<file path="src/rtl/kmeans_pkg.sv">
// Shared widths, latency, FSM states and seed helpers for the k-means assignment block.
// Build option KMEANS_EUCLID_EN selects squared-Euclidean distance (L=3) over Manhattan (L=2).
package kmeans_pkg;
    localparam int X_W        = 11;
    localparam int Y_W        = 10;
    localparam int DIST_MAN_W = 12;
    localparam int DIST_EUC_W = 23;
`ifdef KMEANS_EUCLID_EN
    localparam int DIST_W = DIST_EUC_W;
    localparam int LAT    = 3;
`else
    localparam int DIST_W = DIST_MAN_W;
    localparam int LAT    = 2;
`endif

    typedef enum logic [1:0] {
        RUN       = 2'd0,
        WAIT_CENT = 2'd1,
        ARM       = 2'd2
    } state_t;

    // Seeds spread the clusters evenly across the width on the centre row.
    function automatic logic [X_W-1:0] seed_x(input int i, input int k, input int h);
        int v;
        v = (2 * i + 1) * h / (2 * k);
        return v[X_W-1:0];
    endfunction

    function automatic logic [Y_W-1:0] seed_y(input int v_active);
        int v;
        v = v_active / 2;
        return v[Y_W-1:0];
    endfunction
endpackage

</file>
<file path="src/rtl/kmeans_argmin.sv">
// Combinational K-way minimum over enabled distances; lowest index wins ties.
module kmeans_argmin
    import kmeans_pkg::*;
#(
    parameter  int K   = 4,
    parameter  int DW  = DIST_W,
    localparam int IDW = $clog2(K)
) (
    input  logic [K*DW-1:0] i_dist,
    input  logic [K-1:0]    i_en,
    output logic [IDW-1:0]  o_id,
    output logic [DW-1:0]   o_min
);
    logic w_found;

    // Strict less-than keeps the earlier index on equal distances.
    always_comb begin
        o_id    = '0;
        o_min   = '0;
        w_found = 1'b0;
        for (int i = 0; i < K; i++) begin
            if (i_en[i] && (!w_found || (i_dist[i*DW +: DW] < o_min))) begin
                o_min   = i_dist[i*DW +: DW];
                o_id    = IDW'(i);
                w_found = 1'b1;
            end
        end
    end
endmodule

</file>
<file path="src/rtl/kmeans_assign.sv">
// Nearest-centroid classifier for masked pixels, with frame FSM and centroid latch.
// Define KMEANS_EUCLID_EN for squared-Euclidean distance with one extra pipeline stage.
module kmeans_assign
    import kmeans_pkg::*;
#(
    parameter  int K        = 4,
    parameter  int H_ACTIVE = 1280,
    parameter  int V_ACTIVE = 720,
    localparam int IDW      = $clog2(K)
) (
    input  logic             clk_in,
    input  logic             rst_n_in,
    input  logic [X_W-1:0]   x_in,
    input  logic [Y_W-1:0]   y_in,
    input  logic             valid_in,
    input  logic             frame_done_in,
    input  logic [K*X_W-1:0] centroid_x_in,
    input  logic [K*Y_W-1:0] centroid_y_in,
    input  logic [K-1:0]     centroid_valid_in,
    input  logic             load_in,
    output logic [X_W-1:0]   x_out,
    output logic [Y_W-1:0]   y_out,
    output logic [IDW-1:0]   cluster_id_out,
    output logic             valid_out,
    output logic             tabulate_out,
    output logic [7:0]       iter_out,
    output logic             waiting_out
);
    state_t           r_state, w_state_nxt;
    logic             w_tab_nxt;
    logic [LAT-1:0]   r_fd_sr;
    logic [X_W-1:0]   r_cx [K];
    logic [Y_W-1:0]   r_cy [K];
    logic [K-1:0]     r_en;
    logic             w_vld_in;
    logic [X_W-1:0]   w_x_s1;
    logic [Y_W-1:0]   w_y_s1;
    logic             w_vld_s1;
    logic [K-1:0]     w_en_s1;
    logic [X_W-1:0]   r_x_p1;
    logic [Y_W-1:0]   r_y_p1;
    logic             r_vld_p1;
    logic [K-1:0]     r_en_p1;
    logic [K*DIST_W-1:0] w_dist_p1;
    logic [IDW-1:0]   w_id_p1;
    logic [DIST_W-1:0] w_dmin_unused;

    assign w_vld_in = valid_in && (r_state == RUN);

    // An all-invalid result set keeps the old positions but re-enables every cluster.
    always_ff @(posedge clk_in or negedge rst_n_in) begin
        if (!rst_n_in) begin
            for (int i = 0; i < K; i++) begin
                r_cx[i] <= seed_x(i, K, H_ACTIVE);
                r_cy[i] <= seed_y(V_ACTIVE);
            end
            r_en <= '1;
        end else if (load_in) begin
            if (centroid_valid_in == '0) begin
                r_en <= '1;
            end else begin
                r_en <= centroid_valid_in;
                for (int i = 0; i < K; i++) begin
                    if (centroid_valid_in[i]) begin
                        r_cx[i] <= centroid_x_in[i*X_W +: X_W];
                        r_cy[i] <= centroid_y_in[i*Y_W +: Y_W];
                    end
                end
            end
        end
    end

`ifdef KMEANS_EUCLID_EN
    logic [X_W-1:0] r_x_p0;
    logic [Y_W-1:0] r_y_p0;
    logic [K-1:0]   r_en_p0;
    logic           r_vld_p0;

    // Stage p0: squares registered, side-band follows.
    always_ff @(posedge clk_in) begin
        r_x_p0  <= x_in;
        r_y_p0  <= y_in;
        r_en_p0 <= r_en;
    end

    always_ff @(posedge clk_in or negedge rst_n_in) begin
        if (!rst_n_in) r_vld_p0 <= 1'b0;
        else           r_vld_p0 <= w_vld_in;
    end

    assign w_x_s1   = r_x_p0;
    assign w_y_s1   = r_y_p0;
    assign w_vld_s1 = r_vld_p0;
    assign w_en_s1  = r_en_p0;
`else
    assign w_x_s1   = x_in;
    assign w_y_s1   = y_in;
    assign w_vld_s1 = w_vld_in;
    assign w_en_s1  = r_en;
`endif

    for (genvar g = 0; g < K; g++) begin : g_dist
        logic [X_W-1:0]    w_dx;
        logic [Y_W-1:0]    w_dy;
        logic [DIST_W-1:0] r_dist_p1;

        assign w_dx = (x_in >= r_cx[g]) ? (x_in - r_cx[g]) : (r_cx[g] - x_in);
        assign w_dy = (y_in >= r_cy[g]) ? (y_in - r_cy[g]) : (r_cy[g] - y_in);
`ifdef KMEANS_EUCLID_EN
        logic [2*X_W-1:0] r_sqx_p0;
        logic [2*Y_W-1:0] r_sqy_p0;

        always_ff @(posedge clk_in) begin
            r_sqx_p0  <= (2*X_W)'(w_dx) * (2*X_W)'(w_dx);
            r_sqy_p0  <= (2*Y_W)'(w_dy) * (2*Y_W)'(w_dy);
            r_dist_p1 <= DIST_W'(r_sqx_p0) + DIST_W'(r_sqy_p0);
        end
`else
        always_ff @(posedge clk_in) begin
            r_dist_p1 <= DIST_W'(w_dx) + DIST_W'(w_dy);
        end
`endif
        assign w_dist_p1[g*DIST_W +: DIST_W] = r_dist_p1;
    end

    // Stage p1: distances registered; the enable mask travels with them.
    always_ff @(posedge clk_in) begin
        r_x_p1  <= w_x_s1;
        r_y_p1  <= w_y_s1;
        r_en_p1 <= w_en_s1;
    end

    always_ff @(posedge clk_in or negedge rst_n_in) begin
        if (!rst_n_in) r_vld_p1 <= 1'b0;
        else           r_vld_p1 <= w_vld_s1;
    end

    kmeans_argmin #(.K(K), .DW(DIST_W)) u_argmin (
        .i_dist (w_dist_p1),
        .i_en   (r_en_p1),
        .o_id   (w_id_p1),
        .o_min  (w_dmin_unused)
    );

    // Stage p2: classified pixel out.
    always_ff @(posedge clk_in or negedge rst_n_in) begin
        if (!rst_n_in) begin
            x_out          <= '0;
            y_out          <= '0;
            cluster_id_out <= '0;
            valid_out      <= 1'b0;
        end else begin
            x_out          <= r_x_p1;
            y_out          <= r_y_p1;
            cluster_id_out <= w_id_p1;
            valid_out      <= r_vld_p1;
        end
    end

    always_comb begin
        w_state_nxt = r_state;
        w_tab_nxt   = 1'b0;
        case (r_state)
            RUN: begin
                if (r_fd_sr[LAT-1]) begin
                    w_state_nxt = WAIT_CENT;
                    w_tab_nxt   = 1'b1;
                end
            end
            WAIT_CENT: if (load_in)       w_state_nxt = ARM;
            ARM:       if (frame_done_in) w_state_nxt = RUN;
            default:                      w_state_nxt = RUN;
        endcase
    end

    // Frame-done only enters the delay line in RUN, so ARM's closing pulse never tabulates.
    always_ff @(posedge clk_in or negedge rst_n_in) begin
        if (!rst_n_in) begin
            r_state      <= RUN;
            r_fd_sr      <= '0;
            tabulate_out <= 1'b0;
            iter_out     <= '0;
            waiting_out  <= 1'b0;
        end else begin
            r_state      <= w_state_nxt;
            r_fd_sr      <= {r_fd_sr[LAT-2:0], frame_done_in && (r_state == RUN)};
            tabulate_out <= w_tab_nxt;
            waiting_out  <= (w_state_nxt != RUN);
            if (w_tab_nxt) iter_out <= iter_out + 8'd1;
        end
    end
endmodule

</file>
<file path="config.mk">
export PLATFORM = sky130hd
export DESIGN_NAME = kmeans_assign
export DESIGN_NICKNAME = d
export VERILOG_FILES = /design/src/rtl/kmeans_pkg.sv /design/src/rtl/kmeans_argmin.sv /design/src/rtl/kmeans_assign.sv
export SDC_FILE = /design/constraint.sdc
export NUM_CORES = 1
export LEC_CHECK = 0
export CAP_MARGIN = 25
export CORE_ASPECT_RATIO = 1.75
export CORE_MARGIN = 3
export CORE_UTILIZATION = 59
export DETAILED_ROUTE_END_ITERATION = 8
export MAX_ROUTING_LAYER = met4
export PLACE_DENSITY_LB_ADDON = 0.25
export SETUP_SLACK_MARGIN = 0.02
export SLEW_MARGIN = 10
export SYNTH_ARGS = -nofsm -noshare
export SYNTH_HDL_FRONTEND = slang
export SYNTH_SLANG_ARGS = --single-unit
</file>
<file path="constraint.sdc">
create_clock -name clk_in -period 7.7 [get_ports clk_in]
set_input_delay 1.54 -clock clk_in [delete_from_list [all_inputs] [get_ports clk_in]]
set_output_delay 1.54 -clock clk_in [all_outputs]
set_load 0.005 [all_outputs]
</file>
==> metrics <==
Reg2Reg Depth=29; largest net degree at the start of global routing=67; CTS tree=yes; antenna violations before repair=0; IO buf count=147; critical path class=in -> reg; dpl hpwl=between 30 and 40 mm; DR vias=around 12k; htree depth=4; Hold Path Class=reg -> reg; Synth Instances=approximately 1.6k; library cells used by synthesis=70; RR Endpoint=cluster_id_out[0]; CP max-delay cell=clkdlybuf4s50_1; chip width=roughly 130 um; Core ar.=around 26000 sq um; worst path cell trace=clkdlybuf4s50_1, inv_1, ha_1, a21o_1, a2111oi_0, o21ai_1, a221oi_2, mux2i_1, o21ai_0, a221oi_1, o21ai_0, xnor2_1, ha_1, a21o_1, a31oi_1, o21ai_0, and4_1, nor4_1; placer congestion estimate=around 0.95; Hold Crit Endpoint=x_out[7]; clock skew=0.0123 ns; hold depth=0; router iterations before antenna repair=7; Num CTS Buffers=17; DRT iter0 DRCs=between 600 and 700; Pwr Density=about 330 nW/um^2; Syn Area/Cell=between 9 and 10 sq um; first-pass GRT wire length=around 65 mm; final setup TNS=0 ns; vias in the first global route=about 13k; YS warnings=0; Area Growth Syn to Fin=16.5%; critical path arrival=6.70 ns; Skew-Pair Late Insertion Delay=~0.46 ns; starting density of the core=between 50 and 60%; CP dominant cell by count=o21ai_0; maximum clock rate=roughly 160 MHz; post-synthesis register bit count=200; Hold Vio Cnt, Final=0; syn_nets=approximately 2k; CTS root buf=clkbuf_16; die area=between 20000 and 30000 sq um; Die Y=about 220 um; clk slew on worst S/H paths=~0.070 ns; Lkg Pwr=slightly below 9 nW; Max stage delay on crit path=approximately 0.6 ns; post-route minimum period=~6.3 ns; clk sinks=200; post-route ant nets=0; cts repair resizes=0; post-synthesis sequential area ratio=between 30% and 40%; DR WL/cell=around 20 um; Post-synth top flop=dfrtp_1; RSZ-0062 raised after global routing=no; Synth Cell Area=approximately 16000 sq um; top post-synthesis cells by area=ha_1 (19%), dfrtp_1 (15%), dfxtp_1 (9.4%); most common cell in the netlist=ha_1; slew margin rel.=roughly 30%; max-cap violations=0; Tcrit/Tclk final=between 80% and 90%; Total GRT Usage=a little under a third; delay-heaviest family, CP=compound AO/OA/AOI/OAI gates; reg-to-reg setup timing slack=1.46 ns; Crit. End Element=flop; layout cell share with drive strength beyond 1=about an eighth; Critical Path Start Type=primary input; worst-margin pin slew=roughly 1.1 ns; worst r2r src=r_en_p1[0]; Overall Power=about 6 mW; asr flop ratio synth=a little under two thirds; # DRC=0; Max Slew Vio Count=0; row count=78; Post-CTS Hold Fix Bufs=0; Max VDD drop=0.220 mV; WP buf/inv=2; number of post-CTS setup repair buffers=0; Via density=between 5 and 6; Layout Nets=2148; gr ovfl total=0; status=finished clean; # diodes=0; HP Start=r_x_p1[7]; final wirelength=about 42 mm; CTS Buffer Depth=2; Post-synth EDFFs=0; post-synth top area cell=ha_1; top cell type's share of synthesized area=between 10% and 20%; Worst Path Required=~8.1 ns; Post-synth top cells=ha_1 (234), inv_1 (198), a21oi_1 (127); CP max FO=8; I/O pin total=between 100 and 150; setup violators final=0
-- state kept, by name (all words and copies together) (netlist names), 4 cells and up --
| signal | flops |
|---|---|
| g_dist.r_dist_p1 | 48 |
| r_cx | 44 |
| r_cy | 40 |
| r_x_p1 | 11 |
| x_out | 11 |
| r_y_p1 | 10 |
| y_out | 10 |
| iter_out | 8 |
| r_en | 4 |
| r_en_p1 | 4 |
-- stage by stage --
stage	instance area (sq um)	utilization (%)	setup WS, ns	hold WS [ns]	cells
after floorplan	15500	-	1.69	0.316	1626
after detailed placement	17500	67.4	0.918	0.320	2080
after CTS	18100	69.7	1.40	0.324	2112
final	18100	69.7	1.35	0.327	2113
after global placement	17400	67.2	1.10	0.316	2078
after global routing	18100	69.7	0.721	0.333	2113
-- report_power, final --
| part | switching, mW | internal [mW] | total [mW] |
|---|---|---|---|
| combinational | 1.84 | 1.60 | 3.44 |
| sequential | 0.179 | 1.34 | 1.52 |
| clock | 0.435 | 0.485 | 0.921 |
-- how the worst max path moves through the flow --
stage / startpoint / to / slack [ns] / cells past startpoint
after global placement: y_in[4] / g_dist[2].r_dist_p1[10] / 1.10 / 18
after CTS: y_in[4] / g_dist[2].r_dist_p1[10] / 1.40 / 18
final: y_in[4] / g_dist[2].r_dist_p1[10] / 1.35 / 18
after floorplan: r_en_p1[0] / cluster_id_out[0] / 1.69 / 32
after detailed placement: y_in[4] / g_dist[2].r_dist_p1[10] / 0.92 / 18
after global routing: y_in[4] / g_dist[2].r_dist_p1[10] / 0.72 / 18
-- final cells by class --
cell class	count	area [sq um]
Multi-Input combinational cell	1188	9960
Fill cell	2083	7860
Sequential cell	200	4680
Timing Repair Buffer	175	1720
Inverter	198	743
Clock buffer	21	470
Tap cell	320	400
Clock inverter	11	125
-- cell families after synthesis --
group / count (synthesis) / synth area share, %
buf+inv: 238 / 5.82
xor+xnor: 98 / 5.53
simple gates: 244 / 7.76
flops: 200 / 30.1
mux: 159 / 11.3
compound gates: 433 / 18.1
fa+ha+maj: 254 / 21.4
-- layer usage --
layer | GRT usage (%) | part of all wire, % | vias up
li1 | - | - | 5987
met1 | 30.6 | 36 | 5856
met2 | 53.5 | 51 | 358
met3 | 4.03 | 3.7 | 140
met4 | 22.8 | 8.7 | 0
met5 | - | 0 | -
-- placed cells by master, fill, tap and decap left out, types with 16 or more instances in the layout --
cell             Yosys  final
ha_1               234    234
inv_1              198    198
clkdlybuf4s50_1      0    146
a21oi_1            127    127
mux2_2             122    122
dfrtp_1             95     95
a21o_1              88     88
nand2_1             82     82
o21ai_0             82     82
dfxtp_1             73     73
xnor2_1             62     62
nor2_1              47     47
mux2i_1             36     36
xor2_1              36     36
dfstp_2             32     32
buf_4                0     25
nor2b_1             20     20
fa_1                20     20
o21bai_1            18     18
clkbuf_16            0     17
nor3_1              16     16
(Power assumes the default switching activity.)
